[config.mk]
export PLATFORM = sky130hd
export DESIGN_NAME = io_cmd_sequencer
export DESIGN_NICKNAME = d
export VERILOG_FILES = /design/src/rtl/io_drv_pkg.sv /design/src/rtl/io_cmd_sequencer.sv
export SDC_FILE = /design/constraint.sdc
export NUM_CORES = 1
export LEC_CHECK = 0
export BUFFER_PORTS_ARGS = -buffer_cell sky130_fd_sc_hd__buf_4
export CORE_ASPECT_RATIO = 1.2
export CORE_UTILIZATION = 57
export CTS_BUF_LIST = sky130_fd_sc_hd__clkbuf_2 sky130_fd_sc_hd__clkbuf_4 sky130_fd_sc_hd__clkbuf_8
export DETAILED_ROUTE_END_ITERATION = 12
export PLACE_DENSITY = 0.85
export REMOVE_ABC_BUFFERS = 1
export SLEW_MARGIN = 25
export SYNTH_ARGS = -nofsm -noshare
export SYNTH_HDL_FRONTEND = slang
export SYNTH_SLANG_ARGS = --single-unit
export TNS_END_PERCENT = 1
[constraint.sdc]
create_clock -name s_clk -period 2.6 [get_ports s_clk]
set_input_delay 0.13 -clock s_clk [delete_from_list [all_inputs] [get_ports s_clk]]
set_output_delay 0.13 -clock s_clk [all_outputs]
set_load 0.005 [all_outputs]
[src/rtl/io_drv_pkg.sv]
// Shared IO driver definitions: request codes, sequencer state encoding
// and the legal-opcode helper used by io_cmd_sequencer.
package io_drv_pkg;

  localparam logic [2:0] SPI_WR        = 3'd1;
  localparam logic [2:0] SPI_RD        = 3'd2;
  localparam logic [2:0] COPY_FROM_SPI = 3'd3;
  localparam logic [2:0] COPY_TO_SPI   = 3'd4;
  localparam logic [2:0] EXE_START     = 3'd5;
  localparam logic [2:0] CLK_OUT       = 3'd6;

  typedef enum logic [1:0] {
    IDLE,
    ISSUE,
    WAIT_ACK,
    WAIT_DONE
  } seq_state_t;

  // Only the copy, exe and clock requests may come from the command side.
  function automatic logic op_legal(input logic [2:0] op);
    return (op == COPY_FROM_SPI) || (op == COPY_TO_SPI) ||
           (op == EXE_START)     || (op == CLK_OUT);
  endfunction

endpackage

[src/rtl/io_cmd_sequencer.sv]
// Sequences one command at a time into the IO driver: latch, strobe,
// then track the req_done acknowledge/done handshake with timeouts.
// Ports: s_clk, reset (sync, high); cmd_valid/cmd_ready/cmd_op/cmd_addr
// command side; drv_addr/drv_request/drv_process_rqst/drv_req_done
// driver side; busy, done_pulse, sticky err_opcode/err_timeout.
// Macro IO_SEQ_DONE_TIMEOUT_EN bounds WAIT_DONE by TIMEOUT_CYCLES.
import io_drv_pkg::*;

module io_cmd_sequencer #(
  parameter int ACK_WINDOW     = 8,
  parameter int TIMEOUT_CYCLES = 65535
) (
  input  logic       s_clk,
  input  logic       reset,
  input  logic       cmd_valid,
  output logic       cmd_ready,
  input  logic [2:0] cmd_op,
  input  logic [3:0] cmd_addr,
  output logic [3:0] drv_addr,
  output logic [2:0] drv_request,
  output logic       drv_process_rqst,
  input  logic       drv_req_done,
  output logic       busy,
  output logic       done_pulse,
  output logic       err_opcode,
  output logic       err_timeout
);

  localparam logic [15:0] ACK_LAST = 16'(ACK_WINDOW - 1);
  localparam logic [15:0] TO_LAST  = 16'(TIMEOUT_CYCLES - 1);

`ifdef IO_SEQ_DONE_TIMEOUT_EN
  localparam bit DONE_TO_EN = 1'b1;
`else
  localparam bit DONE_TO_EN = 1'b0;
`endif

  seq_state_t  state;
  logic [15:0] cnt;
  logic [15:0] cnt_inc;

  assign cmd_ready = (state == IDLE);
  assign busy      = (state != IDLE);

  // Shared wait counter sticks at all-ones instead of wrapping.
  assign cnt_inc = (cnt == 16'hFFFF) ? cnt : cnt + 16'd1;

  always_ff @(posedge s_clk) begin
    if (reset) begin
      state            <= IDLE;
      cnt              <= '0;
      drv_addr         <= '0;
      drv_request      <= '0;
      drv_process_rqst <= 1'b0;
      done_pulse       <= 1'b0;
      err_opcode       <= 1'b0;
      err_timeout      <= 1'b0;
    end else begin
      drv_process_rqst <= 1'b0;
      done_pulse       <= 1'b0;
      unique case (state)
        IDLE: begin
          if (cmd_valid) begin
            if (op_legal(cmd_op)) begin
              drv_request      <= cmd_op;
              drv_addr         <= cmd_addr;
              drv_process_rqst <= 1'b1;
              state            <= ISSUE;
            end else begin
              err_opcode <= 1'b1;
            end
          end
        end
        ISSUE: begin
          cnt <= '0;
          // Clock output has no done handshake.
          if (drv_request == CLK_OUT) begin
            state      <= IDLE;
            done_pulse <= 1'b1;
          end else begin
            state <= WAIT_ACK;
          end
        end
        WAIT_ACK: begin
          if (!drv_req_done) begin
            state <= WAIT_DONE;
            cnt   <= '0;
          end else if (cnt == ACK_LAST) begin
            state       <= IDLE;
            err_timeout <= 1'b1;
          end else begin
            cnt <= cnt_inc;
          end
        end
        WAIT_DONE: begin
          if (drv_req_done) begin
            state      <= IDLE;
            done_pulse <= 1'b1;
          end else if (DONE_TO_EN && (cnt == TO_LAST)) begin
            state       <= IDLE;
            err_timeout <= 1'b1;
          end else begin
            cnt <= cnt_inc;
          end
        end
        default: state <= IDLE;
      endcase
    end
  end

endmodule

=== Yosys cells after proc, flatten, opt, wreduce, memory -nomap -nowiden ===
Index checks and enable logic that the tools add are counted.

* Logic and storage cells: 56
* Register bits after elaboration: 29
* Output and inout port bits: 13

* Reduce and logical (&&, ||, !) cells: 12
* Eq/ne operators: 16
* Bitwise operators: 3
* $add $sub $neg: 1
* Mux-type cells: 16

{| class="wikitable"
|+ Operators by type and width
! kind !! number
|-
| $mux 16 || 4
|-
| $pmux 16 s3 || 1
|-
| $add 16x1->16 const B || 1
|-
| $eq 16x16->1 const B || 1
|-
| $eq 16x3->1 const B || 1
|-
| $eq 3x3->1 const B || 4
|-
| $mux 2 || 6
|-
| $reduce_and 3->1 || 4
|-
| $pmux 2 s4 || 1
|-
| $ne 2x2->1 const B || 3
|-
| $ne 3x3->1 const B || 2
|-
| $eq 2x2->1 const B || 2
|-
| $reduce_and 4->1 || 1
|-
| $eq 3x2->1 const B || 1
|-
| $logic_or 1x1->1 || 3
|-
| $mux 1 || 3
|-
| $not 1->1 || 3
|-
| $reduce_bool 3->1 || 1
|-
| $reduce_or 3->1 || 1
|-
| $eq 2x1->1 const B || 1
|-
| $logic_not 2->1 || 1
|-
| $ne 2x1->1 const B || 1
|-
| $pmux 1 s2 || 1
|-
| $reduce_bool 2->1 || 1
|}

=== Logic depth before layout (Yosys ltp) ===
* Depth after elaboration: 7
* Depth in mapped cells: 8
* Gate-level depth less buffers: 6

=== Worst setup path after synthesis ===
Ideal clock, no wire load.

* Kind: register to register
* From: register cnt[0]
* To: register cnt[9]
* Period minus slack after synthesis: 1,919 ps
* Required time: 2,530 ps
* Library setup time: 70 ps
* Path buffers: 0
* Setup slack: 681 ps
* Arrival: 1,849 ps
* Cell stages (with the launch flop): 7
* Path through: dfxtp_1 ha_1 nor4bb_1 and4_4 a311o_1 or4_1 a21oi_1

* Cells in the longest elaborated chain, start to end: 5

{| class="wikitable"
|+ RTL lines
! element !! line !! source
|-
| from (decl) || io_cmd_sequencer.sv:39 || <nowiki>logic [15:0] cnt;</nowiki>
|-
| from (signal assigned) || io_cmd_sequencer.sv:92 || <nowiki>cnt <= cnt_inc;</nowiki>
|-
| from (signal assigned) || io_cmd_sequencer.sv:103 || <nowiki>cnt <= cnt_inc;</nowiki>
|-
| $add 16x1->16 or $eq 16x16->1 (tied branches) || io_cmd_sequencer.sv:46 || <nowiki>assign cnt_inc = (cnt == 16'hFFFF) ? cnt : cnt + 16'd1;</nowiki>
|-
| $mux 16 || io_cmd_sequencer.sv:46 ||
|-
| $mux 16 || io_cmd_sequencer.sv:88 || <nowiki>end else if (cnt == ACK_LAST) begin</nowiki>
|-
| $mux 16 || io_cmd_sequencer.sv:85 || <nowiki>if (!drv_req_done) begin</nowiki>
|-
| $pmux 16 s3 || io_cmd_sequencer.sv:61 || <nowiki>unique case (state)</nowiki>
|}

Several ways; a longest one is shown, not always the timed one. The select of a mux whose other input is x is not followed.
A chain may end at the register's enable or synchronous reset.

=== Worst setup path after layout ===
* From: register cnt[0]
* To: register cnt[6]

Same word-level chain as after synthesis.

==> qor.txt <==
status: complete, no violations
RSZ-0062 raised after global routing: false
Power Density: 516.8 mW/mm^2
clk slew on worst S/H paths: 0.09 ns
chip height: 57.26 um
fin. max-slew vios: 0
WL final: 3238 um
Routed WL per cell: 14.39 um
Worst EP arrival: 2.52 ns
HP Class: input pin to flop
CTS Buffer Depth: 2
drt drc: 0
most frequent cells after synthesis: dfxtp_1, nor2_1, a21oi_1
n_diodes: 0
Clock Skew: 0.007633 ns
Fin. Hold Viols: 0
CP Max Fanout: 18
DR pass1 iterations: 4
Net Sw Frac: 27.69%
Max Cap Violations: 0
Post CTS Setup Buffer Count: 0
synthesized instance count: 171
CTS H-tree depth: 2
largest net degree at the start of global routing: 20
ys async rst share: 0%
Synth area leaders: dfxtp_1, mux2i_1, nor2_1
Worst-Margin Slew: 0.6746 ns
most frequent cell after synthesis: dfxtp_1
Gates resized, CTS repair: 0
DR vias/cell: 6.338
vias in the first global route: 1381
flops & latches, synth: 29
die area: 0.002751 sq mm
peak supply drop: 0.4185 mV
Slew HR: 54.62%
global route overflow: 0
hold_buf cts: 0
antenna violations before repair: 0
Worst Setup Slack, final: 0.2873 ns
sequential-to-total area share from yosys stat: 40.03%
share of the synthesized area in the top cell type: 40.03%
CP Data Required Time: 2.81 ns
CTS root buf: clkbuf_4
fin crit period: 2.313 ns
Synth warnings: 0
Crit. End Element: flop
TritonCTS Buffers: 5
DRT iter0 DRCs: 30
Layout Nets: 205
area grow syn2layout: 16.05%
final setup fails: 0
gr usage total: 28.53%
Int Power: 0.6288 mW
clock sinks: 29
Static Leak: 0.6483 nW
Worst Setup Path Type: flop to flop
Synth area leader: dfxtp_1
first-pass GRT wire length: 5575 um
core area: 0.002354 sq mm
fillers: 181
DRT antenna net count: 0
I/O pins: 24
Sum Neg Setup Slack: 0 ns
sequential share of power: 54.3%
Final GP Congestion: 0.8530
via count: 1426
placement row count: 19
Top FF cell, synth: dfxtp_1
Post-Syn Area: 0.001450 sq mm
Max Freq: 432.4 MHz
DP Worst Slack: 0.3642 ns
worst skew pair latency: 0.34 ns
initial core utilization: 61.62%
I/O Buffers: 23
CTS tree: built
Net Switching: 0.2409 mW
count of cell types in the netlist: 42
combinational power share: 14.4%
Die X: 48.05 um
fin crit share: 88.95%
Clock power frac: 31.4%
Syn Area/Cell: 8.480 sq um
Post-synth EDFFs: 0
layout cells sized above 1: 20.10%
startpoint type of the worst setup path: flop
DP HPWL: 2330 um
worst max-delay path, cell delays in order, from the launching register on:
cell and delay (ns):
dfxtp_1 0.40, ha_1 0.23, nor4bb_1 0.37, and4_4 0.30, a311o_1 0.58, nor4_1 0.15
mux2i_1 0.16
per-stage QoR:
stage	util [%]	hold WS [ns]	instances	power (mW)	area (sq um)
after floorplan	-	0.1991	162	0.5498	1409
after global placement	69.17	0.3606	217	0.5999	1628
after detailed placement	69.17	0.3800	217	0.6065	1628
after CTS	71.50	0.005480	225	0.8769	1683
after global routing	71.50	0.02868	225	0.9142	1683
final	71.50	0.02224	225	0.8697	1683
power by group through the flow:
stage               registers, mW  logic [mW]  clock network, mW
floorplan                   0.481      0.0692                  0
global placement            0.481       0.119                  0
detailed placement          0.482       0.125                  0
CTS                         0.472       0.125              0.281
global route                0.474       0.139              0.301
finish                      0.472       0.125              0.273
cells in the final DEF, fill, tap and decap left out, drive strengths merged, types with 3 or more instances in the layout:
cell / count
nand3: 5
a21oi: 11
nand2: 10
o31ai: 5
o21ai: 5
mux2i: 10
clkbuf: 6
or4: 5
nand4: 6
inv: 7
nor4: 9
buf: 24
a41oi: 3
dfxtp: 29
nor2: 21
or2: 4
final timing paths:
kind | slack, ns | startpoint | to | cells past startpoint
max reg2reg | 0.29 | cnt[0] | cnt[6] | 6
min | 0.02 | cmd_addr[1] | drv_addr[1] | 3
min reg2reg | 0.50 | cnt[7] | cnt[7] | 2
max | 0.29 | cnt[0] | cnt[6] | 6
flip-flops by register name, indices dropped and copies added, names as in the netlist:
name              flops
drv_request           3
cnt                  16
state                 2
err_opcode            1
drv_process_rqst      1
done_pulse            1
err_timeout           1
drv_addr              4
cells by family (layout without fill, tap and decap cells):
| family | Yosys count | count (layout) | share of synthesized area (%) |
|---|---|---|---|
| AND/OR/NAND/NOR | 78 | 78 | 30.28 |
| multiplexers | 10 | 10 | 6.903 |
| flip-flops | 29 | 29 | 40.03 |
| buffers and inverters | 16 | 39 | 4.659 |
| adder cells (fa/ha/maj) | 1 | 1 | 0.8627 |
| XOR/XNOR | 1 | 1 | 0.6041 |
| AO/OA/AOI/OAI | 36 | 36 | 16.65 |
metal layers:
| metal | vias up | track usage [%] | part of all wire (%) |
|---|---|---|---|
| met4 | 0 | 10.71 | 2.8 |
| met2 | 60 | 47.88 | 50 |
| met1 | 666 | 31.46 | 41 |
| met3 | 12 | 10.44 | 6.2 |
| met5 | - | 0 | 0 |
| li1 | 688 | - | - |
layout make-up:
type	count	area (sq um)	share of cell area [%]
clock buffers	6	45.04	2.677
clock inverters	2	10.01	0.5948
flip-flops and latches	29	580.6	34.50
multi-input cells	126	802.0	47.66
inverters	7	26.28	1.561
repair buffers	24	180.2	10.71
well taps	31	38.79	2.305
Power figures use the tool's default switching activity.
